--- src/rtl/score_bcd_counter.sv ---
// score_bcd_counter
//   Decimal (BCD) score counter driven by an asynchronous score event line.
//   Each synchronised rising edge of scoreToggle adds addAmount (clamped to 9)
//   to the score. The carry ripples through all digits in a single cycle.
//   A high-score register follows the score one cycle later.
//
// Ports
//   clk          in   rising-edge system clock
//   resetn       in   asynchronous active-low reset
//   scoreToggle  in   asynchronous score event, one add per rising edge
//   addAmount    in   [3:0] BCD addend, values above 9 are treated as 9
//   clearScore   in   synchronous clear of the score (wins over an event)
//   scoreBcd     out  [4*DIGITS-1:0] current score, digit 0 in bits [3:0]
//   highScoreBcd out  [4*DIGITS-1:0] highest score seen since reset
//   newHigh      out  one-cycle pulse when highScoreBcd is updated
//   overflow     out  sticky flag, set when an add carried out of the top digit
//   eventAck     out  one-cycle pulse, registered with the applied score update
module score_bcd_counter #(
  parameter int DIGITS      = 4,
  parameter int SATURATE    = 1,
  parameter int SYNC_STAGES = 2
) (
  input  logic                  clk,
  input  logic                  resetn,
  input  logic                  scoreToggle,
  input  logic [3:0]            addAmount,
  input  logic                  clearScore,
  output logic [4*DIGITS-1:0]   scoreBcd,
  output logic [4*DIGITS-1:0]   highScoreBcd,
  output logic                  newHigh,
  output logic                  overflow,
  output logic                  eventAck
);

  localparam int W = 4 * DIGITS;
  localparam logic [W-1:0] ALL_NINES = {DIGITS{4'h9}};

  logic [SYNC_STAGES-1:0] sync_q, sync_d;
  // valid_q marks which synchroniser stages (plus the edge history bit) hold
  // samples taken after reset release. A detect requires the edge history to
  // be a real sample. A level still high at release therefore never counts as
  // an edge.
  logic [SYNC_STAGES:0]   valid_q, valid_d;
  logic                   prev_q, prev_d;
  logic [W-1:0]           score_q, score_d;
  logic [W-1:0]           high_q, high_d;
  logic                   new_high_q, new_high_d;
  logic                   ovf_q, ovf_d;
  logic                   ack_q, ack_d;

  logic                   detect_s;
  logic [3:0]             amt_s;
  logic [W-1:0]           sum_s;
  logic                   carry_s;

  // Decimal add of a single digit value to digit 0. The carry ripples through
  // every digit. Bit W of the result is the carry out of the top digit.
  function automatic logic [W:0] bcd_add(input logic [W-1:0] a, input logic [3:0] amt);
    logic [W:0] r;
    logic [4:0] c;
    logic [4:0] s;
    logic [4:0] t;
    r = '0;
    c = {1'b0, amt};
    for (int i = 0; i < DIGITS; i++) begin
      s = {1'b0, a[4*i +: 4]} + c;
      t = s - 5'd10;
      if (s > 5'd9) begin
        r[4*i +: 4] = t[3:0];
        c = 5'd1;
      end else begin
        r[4*i +: 4] = s[3:0];
        c = 5'd0;
      end
    end
    r[W] = c[0];
    return r;
  endfunction

  // Synchroniser, validity tracking and edge detection
  always_comb begin
    sync_d   = {sync_q[SYNC_STAGES-2:0], scoreToggle};
    valid_d  = {valid_q[SYNC_STAGES-1:0], 1'b1};
    prev_d   = sync_q[SYNC_STAGES-1];
    detect_s = valid_q[SYNC_STAGES] & sync_q[SYNC_STAGES-1] & ~prev_q;
  end

  // Score, overflow, acknowledge and high-score next-state logic
  always_comb begin
    amt_s            = (addAmount > 4'd9) ? 4'd9 : addAmount;
    {carry_s, sum_s} = bcd_add(score_q, amt_s);
    score_d          = score_q;
    ovf_d            = ovf_q;
    ack_d            = 1'b0;
    high_d           = high_q;
    new_high_d       = 1'b0;

    if (clearScore) begin
      score_d = '0;                 // the event on this cycle is dropped
    end else if (detect_s) begin
      ack_d = 1'b1;
      if (carry_s) begin
        ovf_d = 1'b1;
        if (SATURATE != 0) begin
          score_d = ALL_NINES;
        end else begin
          score_d = sum_s;
        end
      end else begin
        score_d = sum_s;
      end
    end else begin
      score_d = score_q;
    end

    // Valid BCD orders the same as plain binary, so an unsigned compare works.
    if (score_q > high_q) begin
      high_d     = score_q;
      new_high_d = 1'b1;
    end else begin
      high_d     = high_q;
    end
  end

  // State registers
  always_ff @(posedge clk or negedge resetn) begin
    if (!resetn) begin
      sync_q     <= '0;
      valid_q    <= '0;
      prev_q     <= 1'b0;
      score_q    <= '0;
      high_q     <= '0;
      new_high_q <= 1'b0;
      ovf_q      <= 1'b0;
      ack_q      <= 1'b0;
    end else begin
      sync_q     <= sync_d;
      valid_q    <= valid_d;
      prev_q     <= prev_d;
      score_q    <= score_d;
      high_q     <= high_d;
      new_high_q <= new_high_d;
      ovf_q      <= ovf_d;
      ack_q      <= ack_d;
    end
  end

  assign scoreBcd     = score_q;
  assign highScoreBcd = high_q;
  assign newHigh      = new_high_q;
  assign overflow     = ovf_q;
  assign eventAck     = ack_q;

endmodule

--- config.mk ---
export PLATFORM = sky130hd
export DESIGN_NAME = score_bcd_counter
export DESIGN_NICKNAME = d
export VERILOG_FILES = /design/src/rtl/score_bcd_counter.sv
export SDC_FILE = /design/constraint.sdc
export NUM_CORES = 1
export LEC_CHECK = 0
export CORE_UTILIZATION = 55
export CTS_BUF_LIST = sky130_fd_sc_hd__clkbuf_2 sky130_fd_sc_hd__clkbuf_4 sky130_fd_sc_hd__clkbuf_8
export DETAILED_ROUTE_END_ITERATION = 6
export PLACE_DENSITY = 0.82
export RECOVER_POWER = 100
export SYNTH_ARGS = -nofsm -noshare
export SYNTH_HDL_FRONTEND = slang
export SYNTH_SLANG_ARGS = --single-unit
--- constraint.sdc ---
create_clock -name clk -period 11.1 [get_ports clk]
set_clock_uncertainty 0.15 [all_clocks]
set_input_delay 1.11 -clock clk [delete_from_list [all_inputs] [get_ports clk]]
set_output_delay 1.11 -clock clk [all_outputs]
set_load 0.02 [all_outputs]
==> results of run 1 <==
final cells by class:
class / instances / area (sq um)
clock buffers: 5 / 68.8
multi-input cells: 181 / 1400
inverters: 30 / 113
flip-flops and latches: 41 / 1030
repair buffers: 42 / 414
fillers: 339 / 1370
clock inverters: 3 / 17.5
well taps: 52 / 65.1
sequential cells by signal (all words and copies together) (netlist names):
name	count
highScoreBcd	16
sync_q	2
overflow	1
eventAck	1
scoreBcd	16
newHigh	1
valid_q	3
prev_q	1
metal layers:
layer / GRT usage [%] / share of wire [%] / vias to the layer above
li1: - / - / 1006
met1: 32.4 / 47 / 976
met2: 36.3 / 46 / 68
met3: 5.41 / 5.5 / 9
met4: 9.78 / 1.6 / 0
met5: 0 / 0 / -
critical path, delay by kind of cell:
kind	cells	cell delay (ps)
simple gates	8	1550
xor+xnor	1	310
compound gates	6	1410
mux	1	90
buf+inv	2	630
fa+ha+maj	8	2290
cell families after synthesis:
kind of cell / count (synthesis)
AOI/OAI and AO/OA: 53
DFF: 41
muxes: 20
and+or+nand+nor: 70
buffers and inverters: 38
other: 1
adders and majority gates: 30
xor gates and xnor gates: 7
through the flow:
| stage | area [sq um] | util (%) | hold WS, ps |
|---|---|---|---|
| 4_1_cts | 3150 | 70.4 | 203 |
| 6_report | 3100 | 69.4 | 200 |
| 3_3_place_gp | 3060 | 68.5 | 183 |
| 2_1_floorplan | 2620 | - | 181 |
| 5_1_grt | 3100 | 69.4 | 206 |
| 3_5_place_dp | 3060 | 68.5 | 185 |
placed cells by master, fill, tap and decap left out, types with 6 or more instances in the layout:
cell	netlist	routed
a21oi_1	13	13
mux2_4	7	7
dfrtp_1	41	41
mux2_2	7	7
nand2_1	16	16
mux2i_1	6	6
nand2b_1	6	6
nor2_1	16	16
inv_1	30	30
o21ai_0	8	9
ha_1	29	29
nor3_1	11	11
dlygate4sd3_1	0	38
a211oi_1	6	7
worst paths after layout:
path	end	slack, ps
worst max-delay path	scoreBcd[1]	3780
worst min-delay path	valid_q[2]	200
worst max register to register	scoreBcd[1]	4960
worst min register to register	valid_q[2]	200
max in group asynchronous	highScoreBcd[13]	8210
min in group asynchronous	highScoreBcd[1]	1320
power breakdown:
part	internal, mW	leakage (nW)	switching (mW)	total, mW
combinational	0.0782	0.935	0.0906	0.169
sequential	0.163	0.551	0.00960	0.172
clock	0.0435	0.0439	0.0542	0.0976
==> results.md, run 1 <==
* Status: finished, violations left
* Failing checks: design-rule violations, max-capacitance violations, max-slew violations
* YS warnings at 0
* Cell mode on critical path: ha_1
* HPWL after detailed placement at 3910 um
* Syn Area/Cell at 10.1 sq um
* CP Data Arrival Time at roughly 7400 ps
* Fin Setup TNS at 0 ps
* Final setup violation count at 0
* Max IR drop VDD at 0.0674 mV
* Critical Path Start: addAmount[3]
* WL per Instance at between 15 and 20 um
* Worst-Margin Slew at 2490 ps
* First-pass GRT wire length at between 9000 and 10000 um
* Crit share post-route at 66.0%
* Die Wd at 71.0 um
* Sink Count at 41
* Later-pin clock latency in the skew report at around 290 ps
* Pwr per Cell Area at 141 nW/um^2
* Post-Synthesis Cells at 260
* H-tree Lvls at 2
* Simple-gate area share of the yosys netlist at 13.9%
* #FFs+latches synth at 41
* Synth Net Count at 298
* Vias in the first global route at 1994
* Final worst slack at approximately 3800 ps
* Post-synthesis cell type count at 48
* CTS clk-pin slew, worst paths at about 80 ps
* Cell count after placement at 346
* FF-to-FF path depth at 23
* Core area at 4470 sq um
* Gr ovfl total at 0
* Number of remaining DRC errors at 4
* Sequential fraction of the synthesis area at 39.1%
* Adder-Cell Fraction of Synth Area at between 10% and 20%
* Asr flop ratio synth at 100%
* Ant. Diodes at 0
* Mapped cell area at 2620 sq um
* Worst EP required at 11180 ps
* Starting density of the core at 58.6%
* Pin count of the biggest net entering global routing at 42
* Pwr Total at 0.439 mW
* Worst r2r src: scoreBcd[0]
* Number of buffers created by CTS at 5
* Tmin final at 7320 ps
* Via density at 5.82
* Crit. End Element: flop
* IO Count at 43
* Post-synth top cells: 41 x dfrtp_1, 30 x inv_1, 29 x ha_1
* ANT nets after route at 0
* Synth Area in Compound Gates at between 10 and 15%
* P_leak at between 1.5 and 2 nW
* Setup Slack @ Placement at about 3700 ps
* Slew margin rel. at -65.9%
* Post-Synth XOR/XNOR Area at approximately 2.3%
* CTS tree: done
* Crit-path max FO at 10
* Endpoints failing hold at 0
* Worst setup path category: in2reg
* Layout cells sized above 1 at 8.61%
* GRT Total Usage at 23.6%
* Main combinational cell family by area after synthesis: compound AO/OA/AOI/OAI gates
* Clk root buf: clkbuf_8
* Post_cts resized at 0
* Hold path start: valid_q[1]
* Slew Limit Fails at 60
* Hold Crit Class: reg2reg
* Mux contribution to synthesized area at 9.31%
* CP max-delay cell: dlygate4sd3_1
* Initial DRC Count at between 80 and 90
* Post-CTS Setup Inserts at 0
* Setup crit start kind: input port
* Final WL at 5430 um
* DR vias at ~2k
* Max frequency at 137 MHz
* Synth area leader: dfrtp_1
* Hold depth at 0
* CTS Buffer Depth at 2
* Post-synth top area share at approximately two fifths
* Top FF cell, synth: dfrtp_1
* Die height at roughly 70 um
* Post-synth EDFFs at 0
* Num rows at 24
* Hold buffers post-CTS at 0
* Area added between synthesis and finish at 18.4%
* Top cells by area, synth: dfrtp_1 39%, ha_1 14%, inv_1 4.3%, mux2_4 4.0%, mux2_2 3.0%
* RSZ-0062 raised after global routing: false
* Initial antenna violation count at 0
* Die area at 5050 sq um
* CP max stage delay at 580 ps
* Nets@finish at between 300 and 400
* Drt first pass iters at 6
* Port bufs at 42
* Gpl congestion at 0.858
* Max-cap viol count at 2
* Count leader, synth: dfrtp_1
* Final non-filler cell total at between 300 and 400
No activity file was read; power rests on OpenSTA's default activity.
==> inputs of run 2 (changes only) <==
==> constraint.sdc (replaced) <==
create_clock -name clk -period 6.85 [get_ports clk]
set_clock_uncertainty 0.15 [all_clocks]
set_input_delay 0.685 -clock clk [delete_from_list [all_inputs] [get_ports clk]]
set_output_delay 0.685 -clock clk [all_outputs]
set_load 0.02 [all_outputs]
==> results.md, run 2 (synthesized netlist as in run 1, its figures left out) <==
* ANT nets after route at 0 (unchanged)
* Setup crit start kind: input port
* Via density at 5.72 (-1.6%)
* Gr ovfl total at 0 (unchanged)
* Hold buffers post-CTS at 0 (unchanged)
* Initial DRC Count at 152 (+75%)
* Port bufs at 42 (unchanged)
* Drt first pass iters at 7 (+1)
* Die area at 5050 sq um (unchanged)
* HPWL after detailed placement at 3970 um (+1.6%)
* Max frequency at 157 MHz
* H-tree Lvls at 2 (unchanged)
* WL per Instance at 15.4 um (+0.19%)
* CTS clk-pin slew, worst paths at 80 ps (about the same)
* Vias in the first global route at 1941 (-2.7%)
* Commonest non-fill, non-tap cell in the layout: dfrtp_1
* Worst setup path category: in2reg
* Num rows at 24 (unchanged)
* Most frequent cells in the layout: 41 x dfrtp_1, 37 x dlygate4sd3_1, 30 x inv_1, 29 x ha_1
* Final non-filler cell total at 356 (+0.56%)
* Fin Setup TNS at 0 ps (unchanged)
* Failing checks: design-rule violations, max-capacitance violations, max-slew violations
* Worst EP required at 6930 ps (-4250 ps)
* Area added between synthesis and finish at 19.2%
* Status: finished, violations left
* RSZ-0062 raised after global routing: false
* Pwr Total at 0.707 mW (+61%)
* Slew Limit Fails at 60 (unchanged)
* Number of remaining DRC errors at 4 (unchanged)
* Number of buffers created by CTS at 5 (unchanged)
* Pwr per Cell Area at 226 nW/um^2 (+60%)
* Max-cap viol count at 2 (unchanged)
* P_leak at 1.55 nW (+1.1%)
* Crit-path max FO at 10 (unchanged)
* Cell count after placement at 348 (+0.58%)
* Fin Hold WS at 200 ps (-0.106 ps)
* Clk root buf: clkbuf_8
* Layout cells sized above 1 at 9.54% (+0.93 points)
* Final setup violation count at 0 (unchanged)
* Slew margin rel. at -55.0% (+11 points)
* DR vias at 2037 (-1.1%)
* Final WL at 5470 um (+0.76%)
* Later-pin clock latency in the skew report at 290 ps (about the same)
* Crit. End Element: flop
* Nets@finish at 341 (+0.59%)
* Gpl congestion at 0.843 (-1.8%)
* Die Wd at 71.0 um (unchanged)
* Worst-Margin Slew at 2330 ps (-162 ps)
* Endpoints failing hold at 0 (unchanged)
* Tmin final at ~6400 ps
* Starting density of the core at 58.6% (unchanged)
* IO Count at 43 (unchanged)
* Sink Count at 41 (unchanged)
* GRT Total Usage at 22.8% (-0.82 points)
* Ant. Diodes at 0 (unchanged)
* Hold Crit Class: reg2reg
* CP Data Arrival Time at 6470 ps (-930 ps)
* Die height at 71.0 um (unchanged)
* CTS Buffer Depth at 2 (unchanged)
* Post_cts resized at 0 (unchanged)
* Post-CTS Setup Inserts at 0 (unchanged)
* Initial antenna violation count at 0 (unchanged)
* Crit share post-route at 93.3%
* Max IR drop VDD at 0.135 mV (+100%)
* Fin area at 3120 sq um (+0.64%)
* Core area at 4470 sq um (unchanged)
* DP Area at 3080 sq um (+0.49%)
* Pin count of the biggest net entering global routing at 42 (unchanged)
* First-pass GRT wire length at 9050 um (-2.2%)
* CTS tree: done
## run 2: power by group
group          leakage (nW)  internal, mW  switching [mW]  total [mW]
Sequential            0.551         0.264          0.0161       0.280
Combinational         0.948         0.127           0.145       0.271
Clock                0.0484        0.0746          0.0815       0.156
Total                  1.55         0.465           0.242       0.707
## run 2: final timing paths
path | endpoint | startpoint | slack, ps | depth (start not counted)
setup / recovery | scoreBcd[1] | addAmount[3] | 460 | 26
hold / removal | sync_q[1] | sync_q[0] | 200 | 0
setup reg to reg | scoreBcd[1] | scoreBcd[2] | 1130 | 22
hold reg to reg | sync_q[1] | sync_q[0] | 200 | 0
max in group asynchronous | highScoreBcd[13] | resetn | 4440 | 1
min in group asynchronous | highScoreBcd[1] | resetn | 870 | 1
## run 2: per-stage QoR
step,util (%),setup slack [ps]
after global routing,69.8,57.1
after floorplan,-,1080
final,69.8,461
after detailed placement,68.8,234
after CTS,70.7,507
after global placement,68.8,473
## run 2: layer usage
layer  vias up  track usage [%]  part of all wire (%)
met2        55             38.6                    47
met1       976             30.0                    47
met4         0             5.56                  0.90
met3         6             4.99                   4.8
met5         -                0                     0
li1       1000                -                     -
## run 2: worst max-delay path, cell delays in order
cell and delay [ps]:
clkdlybuf4s50_1 520, o21ai_0 130, nand2b_1 100, ha_1 160, inv_1 50, fa_1 380, xor2_1 310, and2_1 230
o21ai_0 100, ha_1 260, ha_1 380, nand2b_1 140, a41oi_1 120, a21oi_1 210, ha_1 250, ha_1 310
nand2b_1 160, mux2i_1 70, a21oi_1 190, ha_1 220, ha_1 260, or2_2 290, a211oi_1 260, nor2_1 220
or3_1 390, nand3_1 90
## run 2: layout make-up
type	instances	area, sq um
clock buffers	6	76.3
clock inverters	2	10.0
fillers	379	1350
inverters	30	113
multi-input cells	181	1410
flip-flops and latches	41	1030
well taps	52	65.1
repair buffers	44	429
